**src/rtl/cr_engine_pkg.sv**
```systemverilog
// cr_engine_pkg: shared widths, FSM encoding and helpers for the dequeue engine.
// Width macros default here unless the build predefines them.
`ifndef FLOW_ID_W
`define FLOW_ID_W 8
`endif
`ifndef FLOW_SEQ_NUM_W
`define FLOW_SEQ_NUM_W 16
`endif
`ifndef TX_CNT_W
`define TX_CNT_W 4
`endif
`ifndef MAX_PKT_QUEUE_SIZE
`define MAX_PKT_QUEUE_SIZE 8
`endif
`ifndef PKT_QUEUE_IND_W
`define PKT_QUEUE_IND_W 3
`endif
`ifndef MAX_QUEUE_BITS
`define MAX_QUEUE_BITS (`MAX_PKT_QUEUE_SIZE * `FLOW_SEQ_NUM_W)
`endif
`ifndef MAX_TX_ID_BITS
`define MAX_TX_ID_BITS (`MAX_PKT_QUEUE_SIZE * `TX_CNT_W)
`endif
`ifndef FLOW_SEQ_NONE
`define FLOW_SEQ_NONE {`FLOW_SEQ_NUM_W{1'b1}}
`endif

package cr_engine_pkg;

    localparam int SEQ_W      = `FLOW_SEQ_NUM_W;
    localparam int TX_W       = `TX_CNT_W;
    localparam int QUEUE_SIZE = `MAX_PKT_QUEUE_SIZE;
    localparam int IND_W      = `PKT_QUEUE_IND_W;
    localparam int QUEUE_BITS = `MAX_QUEUE_BITS;
    localparam int TX_ID_BITS = `MAX_TX_ID_BITS;

    localparam logic [SEQ_W-1:0] SEQ_NONE = `FLOW_SEQ_NONE;

    typedef enum logic [1:0] {
        ST_IDLE = 2'd0,
        ST_POP  = 2'd1,
        ST_WB   = 2'd2
    } deq_state_e;

    function automatic logic [IND_W-1:0] ind_min(
        input logic [IND_W-1:0] a,
        input logic [IND_W-1:0] b
    );
        return (a < b) ? a : b;
    endfunction

    // Explicit wrap keeps the ring correct even if IND_W exceeds log2(QUEUE_SIZE).
    function automatic logic [IND_W-1:0] head_inc(input logic [IND_W-1:0] h);
        if (h >= IND_W'(QUEUE_SIZE - 1)) begin
            return '0;
        end
        return h + IND_W'(1);
    endfunction

endpackage

```
**src/rtl/cr_queue_slot_mux.sv**
```systemverilog
// cr_queue_slot_mux: selects one (seq, tx_id) slot from the packed
// flow queues by index.
module cr_queue_slot_mux
    import cr_engine_pkg::*;
(
    input  logic [QUEUE_BITS-1:0] queue,
    input  logic [TX_ID_BITS-1:0] tx_queue,
    input  logic [IND_W-1:0]      idx,
    output logic [SEQ_W-1:0]      seq,
    output logic [TX_W-1:0]       tx_id
);

    always_comb begin
        seq   = '0;
        tx_id = '0;
        for (int i = 0; i < QUEUE_SIZE; i++) begin
            if (idx == IND_W'(i)) begin
                seq   = queue[i*SEQ_W +: SEQ_W];
                tx_id = tx_queue[i*TX_W +: TX_W];
            end
        end
    end

endmodule

```
**src/rtl/cr_dequeue.sv**
```systemverilog
// cr_dequeue: pops up to N entries from a flow's ring queue, then writes back
// head/size/done. Define CR_DEQ_SKIP_NONE_EN to drop empty slots internally.
module cr_dequeue
    import cr_engine_pkg::*;
#(
    parameter int FLOW_ID_W = `FLOW_ID_W
) (
    input  logic                 clk,
    input  logic                 rst,
    input  logic                 ctx_valid,
    output logic                 ctx_ready,
    input  logic [FLOW_ID_W-1:0] flow_id_in,
    input  logic [IND_W-1:0]     deq_cnt_in,
    input  logic [QUEUE_BITS-1:0] pkt_queue_in,
    input  logic [TX_ID_BITS-1:0] tx_id_queue_in,
    input  logic [IND_W-1:0]     pkt_queue_head_in,
    input  logic [IND_W-1:0]     pkt_queue_size_in,
    output logic                 out_valid,
    input  logic                 out_ready,
    output logic [SEQ_W-1:0]     out_seq,
    output logic [TX_W-1:0]      out_tx_id,
    output logic [FLOW_ID_W-1:0] out_flow_id,
    output logic                 wb_valid,
    output logic [FLOW_ID_W-1:0] wb_flow_id,
    output logic [IND_W-1:0]     pkt_queue_head_out,
    output logic [IND_W-1:0]     pkt_queue_size_out,
    output logic [IND_W-1:0]     deq_done_cnt_out
);

    deq_state_e state, state_d;

    logic [FLOW_ID_W-1:0]  flow_q, flow_d;
    logic [QUEUE_BITS-1:0] queue_q, queue_d;
    logic [TX_ID_BITS-1:0] txq_q, txq_d;
    logic [IND_W-1:0]      head_q, head_d;
    logic [IND_W-1:0]      size_q, size_d;
    logic [IND_W-1:0]      rem_q, rem_d;
    logic [IND_W-1:0]      done_q, done_d;

    logic [SEQ_W-1:0] slot_seq;
    logic [TX_W-1:0]  slot_tx;
    logic             skip;
    logic             pop;
    logic             advance;
    logic             load;

    cr_queue_slot_mux u_slot_mux (
        .queue    (queue_q),
        .tx_queue (txq_q),
        .idx      (head_q),
        .seq      (slot_seq),
        .tx_id    (slot_tx)
    );

`ifdef CR_DEQ_SKIP_NONE_EN
    assign skip = (state == ST_POP) && (slot_seq == SEQ_NONE);
`else
    assign skip = 1'b0;
`endif

    // Valid decodes straight from flops, so it is glitch-free and stable on stall.
    assign out_valid = (state == ST_POP) && !skip;
    assign pop       = out_valid && out_ready;
    assign advance   = pop || skip;
    assign ctx_ready = (state == ST_IDLE) && !rst;
    assign load      = ctx_valid && ctx_ready;

    assign out_seq     = out_valid ? slot_seq : '0;
    assign out_tx_id   = out_valid ? slot_tx : '0;
    assign out_flow_id = flow_q;

    assign wb_valid           = (state == ST_WB);
    assign wb_flow_id         = flow_q;
    assign pkt_queue_head_out = head_q;
    assign pkt_queue_size_out = size_q;
    assign deq_done_cnt_out   = done_q;

    always_comb begin
        state_d = state;
        flow_d  = flow_q;
        queue_d = queue_q;
        txq_d   = txq_q;
        head_d  = head_q;
        size_d  = size_q;
        rem_d   = rem_q;
        done_d  = done_q;
        unique case (state)
            ST_IDLE: begin
                if (load) begin
                    flow_d  = flow_id_in;
                    queue_d = pkt_queue_in;
                    txq_d   = tx_id_queue_in;
                    head_d  = pkt_queue_head_in;
                    size_d  = pkt_queue_size_in;
                    rem_d   = ind_min(deq_cnt_in, pkt_queue_size_in);
                    done_d  = '0;
                    state_d = (rem_d != '0) ? ST_POP : ST_WB;
                end
            end
            ST_POP: begin
                if (advance) begin
                    head_d = head_inc(head_q);
                    size_d = size_q - IND_W'(1);
                    rem_d  = rem_q - IND_W'(1);
                    if (pop) begin
                        done_d = done_q + IND_W'(1);
                    end
                    if (rem_q == IND_W'(1)) begin
                        state_d = ST_WB;
                    end
                end
            end
            ST_WB: begin
                state_d = ST_IDLE;
            end
            default: begin
                state_d = ST_IDLE;
            end
        endcase
    end

    always_ff @(posedge clk or posedge rst) begin
        if (rst) begin
            state  <= ST_IDLE;
            flow_q <= '0;
            queue_q <= '0;
            txq_q  <= '0;
            head_q <= '0;
            size_q <= '0;
            rem_q  <= '0;
            done_q <= '0;
        end else begin
            state  <= state_d;
            flow_q <= flow_d;
            queue_q <= queue_d;
            txq_q  <= txq_d;
            head_q <= head_d;
            size_q <= size_d;
            rem_q  <= rem_d;
            done_q <= done_d;
        end
    end

endmodule

```
**config.mk**
```make
export PLATFORM = sky130hd
export DESIGN_NAME = cr_dequeue
export DESIGN_NICKNAME = d
export VERILOG_FILES = /design/src/rtl/cr_engine_pkg.sv /design/src/rtl/cr_queue_slot_mux.sv /design/src/rtl/cr_dequeue.sv
export SDC_FILE = /design/constraint.sdc
export NUM_CORES = 1
export LEC_CHECK = 0
export CORE_ASPECT_RATIO = 1.25
export CORE_MARGIN = 1
export CORE_UTILIZATION = 54
export CTS_CLUSTER_DIAMETER = 40
export DETAILED_ROUTE_END_ITERATION = 7
export GPL_ROUTABILITY_DRIVEN = 0
export PLACE_DENSITY = 0.92
export SETUP_SLACK_MARGIN = 0.4
export SKIP_LAST_GASP = 1
export SYNTH_ARGS = -nofsm -noshare
export SYNTH_HDL_FRONTEND = slang
export SYNTH_SLANG_ARGS = --single-unit
```
**constraint.sdc**
```tcl
create_clock -name clk -period 9.9 [get_ports clk]
set_clock_uncertainty 0.1 [all_clocks]
set_input_delay 1.98 -clock clk [delete_from_list [all_inputs] [get_ports clk]]
set_output_delay 1.98 -clock clk [all_outputs]
set_load 0.005 [all_outputs]
```
==> results.yml, run 1 <==
outcome:
  status: "completed"
critical_path:
  cp.depth: 8
  crit_end: "out_seq[12]"
  worstPathArrival_ns: 3.67
  critPathCaptureType: "primary output"
  startpoint: "pkt_queue_head_out[0]"
  cp_cell_sequence: "inv_1, ha_2, buf_4, inv_1, o21ai_0, o221a_1, a21oi_1, clkdlybuf4s50_1"
  critPathSlowestCell: "ha_2"
  cp_top_family: "buffers and inverters"
  required_ns: 7.82
  cp_max_fo: 42
  worst-r2r-setup-slack_ns: 7.27
  crit_path_frequent_cell: "inv_1"
  rr_worst_depth: 6
  worst-path-buf-inv: 4
  critical_path_class: "flop to primary output"
  reg2reg_to: "rem_q[0]"
  cp_slowest_stage_delay_ns: 0.58
  r2r_start: "state[0]"
  start_kind: "flop"
floorplanning:
  dieArea_sq_mm: 0.01728
  die_w_microns: 117.8
  die_h_microns: 146.7
  ioPinCount: 229
  rows: 52
  core_region_area_sq_mm: 0.01627
  initial_utilization_pct: 55.63
timing:
  finalCritPeriodShare_pct: 58.12
  finalHoldViolations: 0
  finalMaxSlewViolations: 0
  tns_ns: 0
  tightestPinTransition_ns: 1.031
  relSlewSlack_pct: 31.24
  fin_crit_ns: 5.754
  max_freq_mhz: 173.8
  setup_viol: 0
  rsz0062_at_grt: "false"
logic_synthesis:
  ys_warn_count: 0
  synth_largest_area_cell: "dfrtp_1"
  syn_inst: 1064
  netlist_top_cells_area: "dfrtp_1 (50%), nand2_1 (17%), o21ai_0 (4.7%)"
  synth_top_area_share_pct: 50.33
  synth_cell_types: 38
  avgSynthCellArea_sq_um: 8.504
  yosysSeqAreaShare_pct: 50.33
  synth_nets: 1257
  yosys_register_bits: 182
  syn_area_sq_mm: 0.009049
layout:
  post-route-util_pct: 72.73
  nFillCells: 1184
  fin_nets: 1426
  drive_gt1_share_pct: 6.988
  syn_to_final_growth_pct: 30.74
power_and_ir_drop:
  p_per_area_mw_per_mm2: 316.5
  p_leak_uw: 0.005461
  vdd_drop_max_uv: 151.5
  sw_frac_of_total_pct: 38.83
  clock_power_share_pct: 18.1
  power.total_uw: 3745
  p_comb_share_pct: 45.5
  seqPwrFrac_pct: 36.4
  p_switching_uw: 1454
  p_int_uw: 2291
global_route:
  overflow: 0
  use_met2_pct: 52.03
  grt_pass1_vias: 8073
  grt_use_met1_pct: 36.10
  grt_usage_pct: 30.40
  grt_pass1_wl_microns: 40850
  antenna_found_initial: 2
  met3_usage_pct: 4.930
  grt_max_degree: 200
  grt_busiest_layer: "met2"
drt:
  routed_wl_microns: 25890
  detail-route-antenna-nets: 0
  wl_per_cell_microns: 17.68
  drt_iter0_drc: 797
  drc: 0
  vias: 8232
  drt_first_pass_iters: 6
  routed_via_density: 5.623
clock_tree:
  clk_pin_slew_worst_paths_ns: 0.06
  cts_hold_buf: 0
  cts-root-buf: "clkbuf_16"
  cts_resized: 0
  cts.path.max_buffers: 2
  clock_latency_ns: 0.43
  h-tree-depth: 4
  clock_sinks: 182
  cts_tree: "done"
  cts_setup_buffers: 0
  cts_buffers: 17
worst_hold_path:
  worstHoldStart: "queue_q[127]"
  worstHoldPathType: "flop to flop"
run:
  max_cap_viol_count: 0
placed_design:
  dp_hpwl_microns: 17510
  port_buffers: 228
[routing by layer]
| metal | share of wire, % | routed length (microns) |
|---|---|---|
| met1 | 38 | 9926 |
| met2 | 50 | 13040 |
| met3 | 5.7 | 1467 |
| met4 | 5.6 | 1450 |
| met5 | 0 | 0 |
[cells in the mapped netlist]
master,count
a211oi_1,1
a21o_1,17
a21oi_1,82
a21oi_2,1
a221oi_1,5
a22o_1,2
a22oi_1,16
a31oi_1,7
a32oi_1,4
and3_1,1
buf_1,3
buf_2,26
buf_4,28
clkbuf_1,28
dfrtp_1,182
ha_1,12
inv_1,36
inv_2,1
mux2_2,29
mux2i_1,2
nand2_1,405
nand2b_1,24
nand3_1,24
nand3b_1,1
nor2_1,3
nor2b_1,5
nor3_1,5
nor3b_4,1
nor4b_2,1
o211ai_1,2
o21a_1,1
o21ai_0,85
o221a_1,3
o221a_2,12
o22ai_1,2
o31ai_1,5
or2_2,1
xor2_1,1
[registers in the layout, indices dropped and copies added (netlist names)]
signal / cells
queue_q: 128
txq_q: 32
out_flow_id: 8
deq_done_cnt_out: 3
pkt_queue_head_out: 3
pkt_queue_size_out: 3
rem_q: 3
state: 2
[power by group through the flow]
stage / clock network (uW) / registers (uW) / logic (uW)
final: 676 / 1360 / 1700
after global routing: 710 / 1400 / 1870
after CTS: 680 / 1350 / 1690
after detailed placement: 0 / 1360 / 1680
after global placement: 0 / 1340 / 1620
after floorplan: 0 / 1280 / 1110
[cells in the final DEF, fill, tap and decap left out, drive strengths merged, types with 15 or more instances in the layout]
master,n
nand2,405
clkdlybuf4s50,228
dfrtp,182
o21ai,85
a21oi,83
inv,38
mux2,29
nand2b,24
nand3,24
clkbuf,23
a21o,17
a22oi,16
o221a,15
[worst min path at each step]
stage	endpoint	slack, ns	depth (start not counted)
floorplan	queue_q[127]	0.34	2
global placement	txq_q[27]	0.35	2
detailed placement	queue_q[127]	0.35	2
CTS	queue_q[125]	0.37	2
global route	queue_q[80]	0.39	2
finish	queue_q[127]	0.37	2
[layout make-up]
cell class / instances / area (sq um) / share of cell area, %
Timing Repair Buffer: 235 / 2347 / 19.84
Multi-Input combinational cell: 760 / 3923 / 33.16
Tap cell: 216 / 270.3 / 2.285
Sequential cell: 182 / 4554 / 38.50
Inverter: 37 / 143.9 / 1.216
Clock buffer: 23 / 488.0 / 4.125
Clock inverter: 8 / 96.34 / 0.8144
Antenna cell: 3 / 7.507 / 0.06346
[per-stage QoR]
stage / instances / area (sq um) / hold slack (ns) / setup slack, ns
after floorplan: 1064 / 9049 / 0.3369 / 2.876
after global placement: 1430 / 11240 / 0.3512 / 4.349
after detailed placement: 1430 / 11240 / 0.3548 / 4.303
after CTS: 1461 / 11820 / 0.3737 / 4.228
after global routing: 1463 / 11830 / 0.3944 / 3.942
final: 1464 / 11830 / 0.3730 / 4.146
[worst min-delay path, stage by stage (launching register included)]
cell and delay [ns]:
dfrtp_1 0.34, nand2_1 0.05, nand2_1 0.06
[cell families after synthesis]
family                   after synthesis  synth area share (%)
AND/OR/NAND/NOR                      471                 21.13
flip-flops                           182                 50.33
adder cells (fa/ha/maj)               12                 1.659
multiplexers                          31                 3.830
buffers and inverters                122                 6.582
AO/OA/AOI/OAI                        245                 16.37
XOR/XNOR                               1               0.09681
No activity file was read; power rests on OpenSTA's default activity.
==> inputs of run 2 (changes only) <==
--- a/config.mk
+++ b/config.mk
@@ -7,11 +7,11 @@
 export LEC_CHECK = 0
 export CORE_ASPECT_RATIO = 1.25
 export CORE_MARGIN = 1
-export CORE_UTILIZATION = 54
+export CORE_UTILIZATION = 45
 export CTS_CLUSTER_DIAMETER = 40
 export DETAILED_ROUTE_END_ITERATION = 7
 export GPL_ROUTABILITY_DRIVEN = 0
-export PLACE_DENSITY = 0.92
+export PLACE_DENSITY = 0.82
 export SETUP_SLACK_MARGIN = 0.4
 export SKIP_LAST_GASP = 1
 export SYNTH_ARGS = -nofsm -noshare
==> constraint.sdc (replaced) <==
create_clock -name clk -period 4.8 [get_ports clk]
set_clock_uncertainty 0.1 [all_clocks]
set_input_delay 0.96 -clock clk [delete_from_list [all_inputs] [get_ports clk]]
set_output_delay 0.96 -clock clk [all_outputs]
set_load 0.005 [all_outputs]
==> results.yml, run 2 (synthesis gave the netlist of run 1 again) <==
timing:
  finalHoldViolations: 0
  relSlewSlack_pct: 34.24
  tns_ns: 0
  rsz0062_at_grt: "false"
  fin_crit_ns: 4.293
  max_freq_mhz: 232.9
  fin_ws_ns: 0.5065
  tightestPinTransition_ns: 0.9864
  finalMaxSlewViolations: 0
  setup_viol: 0
  finalCritPeriodShare_pct: 89.45
placed_design:
  pre_cts_ws_ns: 0.7632
  port_buffers: 228
  dp.cells: 1486
  dp_hpwl_microns: 18800
worst_hold_path:
  whs_endpoint: "queue_q[119]"
  hold_depth: 2
  worstHoldStart: "queue_q[119]"
  worstHoldPathType: "flop to flop"
drt:
  routed_wl_microns: 26590
  wl_per_cell_microns: 17.48
  drt_iter0_drc: 743
  routed_via_density: 5.354
  drt_first_pass_iters: 5
  vias: 8143
  drc: 0
  detail-route-antenna-nets: 0
power_and_ir_drop:
  p_per_area_mw_per_mm2: 647.3
  vdd_drop_max_uv: 329.3
  p_leak_uw: 0.005508
  power.total_uw: 7768
floorplanning:
  die_w_microns: 128.8
  ioPinCount: 229
  core_region_area_sq_mm: 0.01954
  rows: 57
  initial_utilization_pct: 46.31
  dieArea_sq_mm: 0.02068
  die_h_microns: 160.5
global_route:
  grt_pass1_wl_microns: 41810
  use_met2_pct: 45.53
  grt_max_degree: 127
  grt_usage_pct: 26.56
  grt_use_met1_pct: 32.13
  antenna_found_initial: 2
  overflow: 0
  grt_pass1_vias: 8169
  met3_usage_pct: 4.364
  grt_busiest_layer: "met2"
critical_path:
  critical_path_class: "flop to primary output"
  worst-path-buf-inv: 2
  critPathCaptureType: "primary output"
  required_ns: 3.74
  rr_worst_depth: 5
  reg2reg_to: "queue_q[116]"
  start_kind: "flop"
  cp_max_fo: 45
  worst-r2r-setup-slack_ns: 2.34
  cp_top_family: "compound AO/OA/AOI/OAI gates"
  r2r_start: "state[0]"
  critPathSlowestCell: "clkdlybuf4s50_1"
  cp_cell_sequence: "inv_1, ha_4, nand2_1, o21ai_0, a22oi_1, o221a_1, a21oi_1, clkdlybuf4s50_1"
  worstPathArrival_ns: 3.23
  cp_slowest_stage_delay_ns: 0.54
layout:
  post-route-util_pct: 61.42
  final_common_cell: "nand2_1"
  top_register: "queue_q"
  largest_reg_flops: 128
  finalNonFillerCells: 1521
  fin_nets: 1434
  nFillCells: 1684
  layout_common_cells: "nand2_1 (404), clkdlybuf4s50_1 (228), dfrtp_1 (182), o21ai_0 (85), a21oi_1 (82)"
  seqCellArea_sq_mm: 0.004554
  syn_to_final_growth_pct: 32.63
  drive_gt1_share_pct: 7.656
  multi_input_area_sq_mm: 0.003953
outcome:
  status: "completed"
clock_tree:
  clock_sinks: 182
  cts_tree: "done"
  clk_pin_slew_worst_paths_ns: 0.06
  cts.path.max_buffers: 2
  cts_hold_buf: 0
  clock_latency_ns: 0.43
  h-tree-depth: 4
  cts_buffers: 17
  cts-root-buf: "clkbuf_16"
run:
  max_cap_viol_count: 0
## run 2: power by group
part	total, uW	internal, uW	switching (uW)
Sequential	2840	2300	541
Combinational	3530	1670	1860
Clock	1400	796	601
Total	7770	4760	3010
## run 2: how the worst max path moves through the flow
stage,start,end,slack (ns),cells past startpoint
2_1_floorplan,rst,deq_done_cnt_out[0],1.40,1
3_3_place_gp,pkt_queue_head_out[0],out_seq[12],0.76,8
3_5_place_dp,pkt_queue_head_out[0],out_seq[12],0.76,8
4_1_cts,pkt_queue_head_out[1],out_seq[14],0.48,7
5_1_grt,pkt_queue_head_out[0],out_seq[3],0.39,8
6_report,pkt_queue_head_out[0],out_seq[12],0.51,8
## run 2: layout make-up
cell class / count / share of cell area [%]
Antenna cell: 2 / 0.04170
Clock inverter: 11 / 1.022
Timing Repair Buffer: 243 / 20.27
Inverter: 37 / 1.188
Multi-Input combinational cell: 760 / 32.93
Sequential cell: 182 / 37.95
Clock buffer: 21 / 3.837
Tap cell: 265 / 2.763
## run 2: through the flow
step | area (sq um) | hold slack, ns
4_1_cts | 11980 | 0.3776
3_3_place_gp | 11360 | 0.3522
5_1_grt | 12000 | 0.3966
2_1_floorplan | 9052 | 0.3369
3_5_place_dp | 11360 | 0.3555
6_report | 12000 | 0.3745
## run 2: timing repair
item                       in CTS  in global routing
pin swaps                       0                  1
gates resized for setup         3                  0
setup buffers                   0                  1
setup endpoints to repair      15                 16
## run 2: routing by layer
metal,share of wire (%),wire (microns),vias up
li1,-,-,3868
met4,4.4,1157,0
met5,0,0,-
met1,39,10450,3893
met2,51,13550,313
met3,5.4,1431,69
## run 2: worst min-delay path, cell delays in order (launching register included)
cell and delay, ns:
dfrtp_1 0.34, nand2_1 0.05, nand2_1 0.06
==> inputs of run 3 (changes only) <==
--- a/config.mk
+++ b/config.mk
@@ -5,12 +5,14 @@
 export SDC_FILE = /design/constraint.sdc
 export NUM_CORES = 1
 export LEC_CHECK = 0
+export ABC_CLOCK_PERIOD_IN_PS = 4800
 export CORE_ASPECT_RATIO = 1.25
 export CORE_MARGIN = 1
 export CORE_UTILIZATION = 45
 export CTS_CLUSTER_DIAMETER = 40
 export DETAILED_ROUTE_END_ITERATION = 7
 export GPL_ROUTABILITY_DRIVEN = 0
+export GPL_TIMING_DRIVEN = 1
 export PLACE_DENSITY = 0.82
 export SETUP_SLACK_MARGIN = 0.4
 export SKIP_LAST_GASP = 1
==> results of run 3 <==
Same layout as run 2: the final DEF is identical, and so are final timing and power.
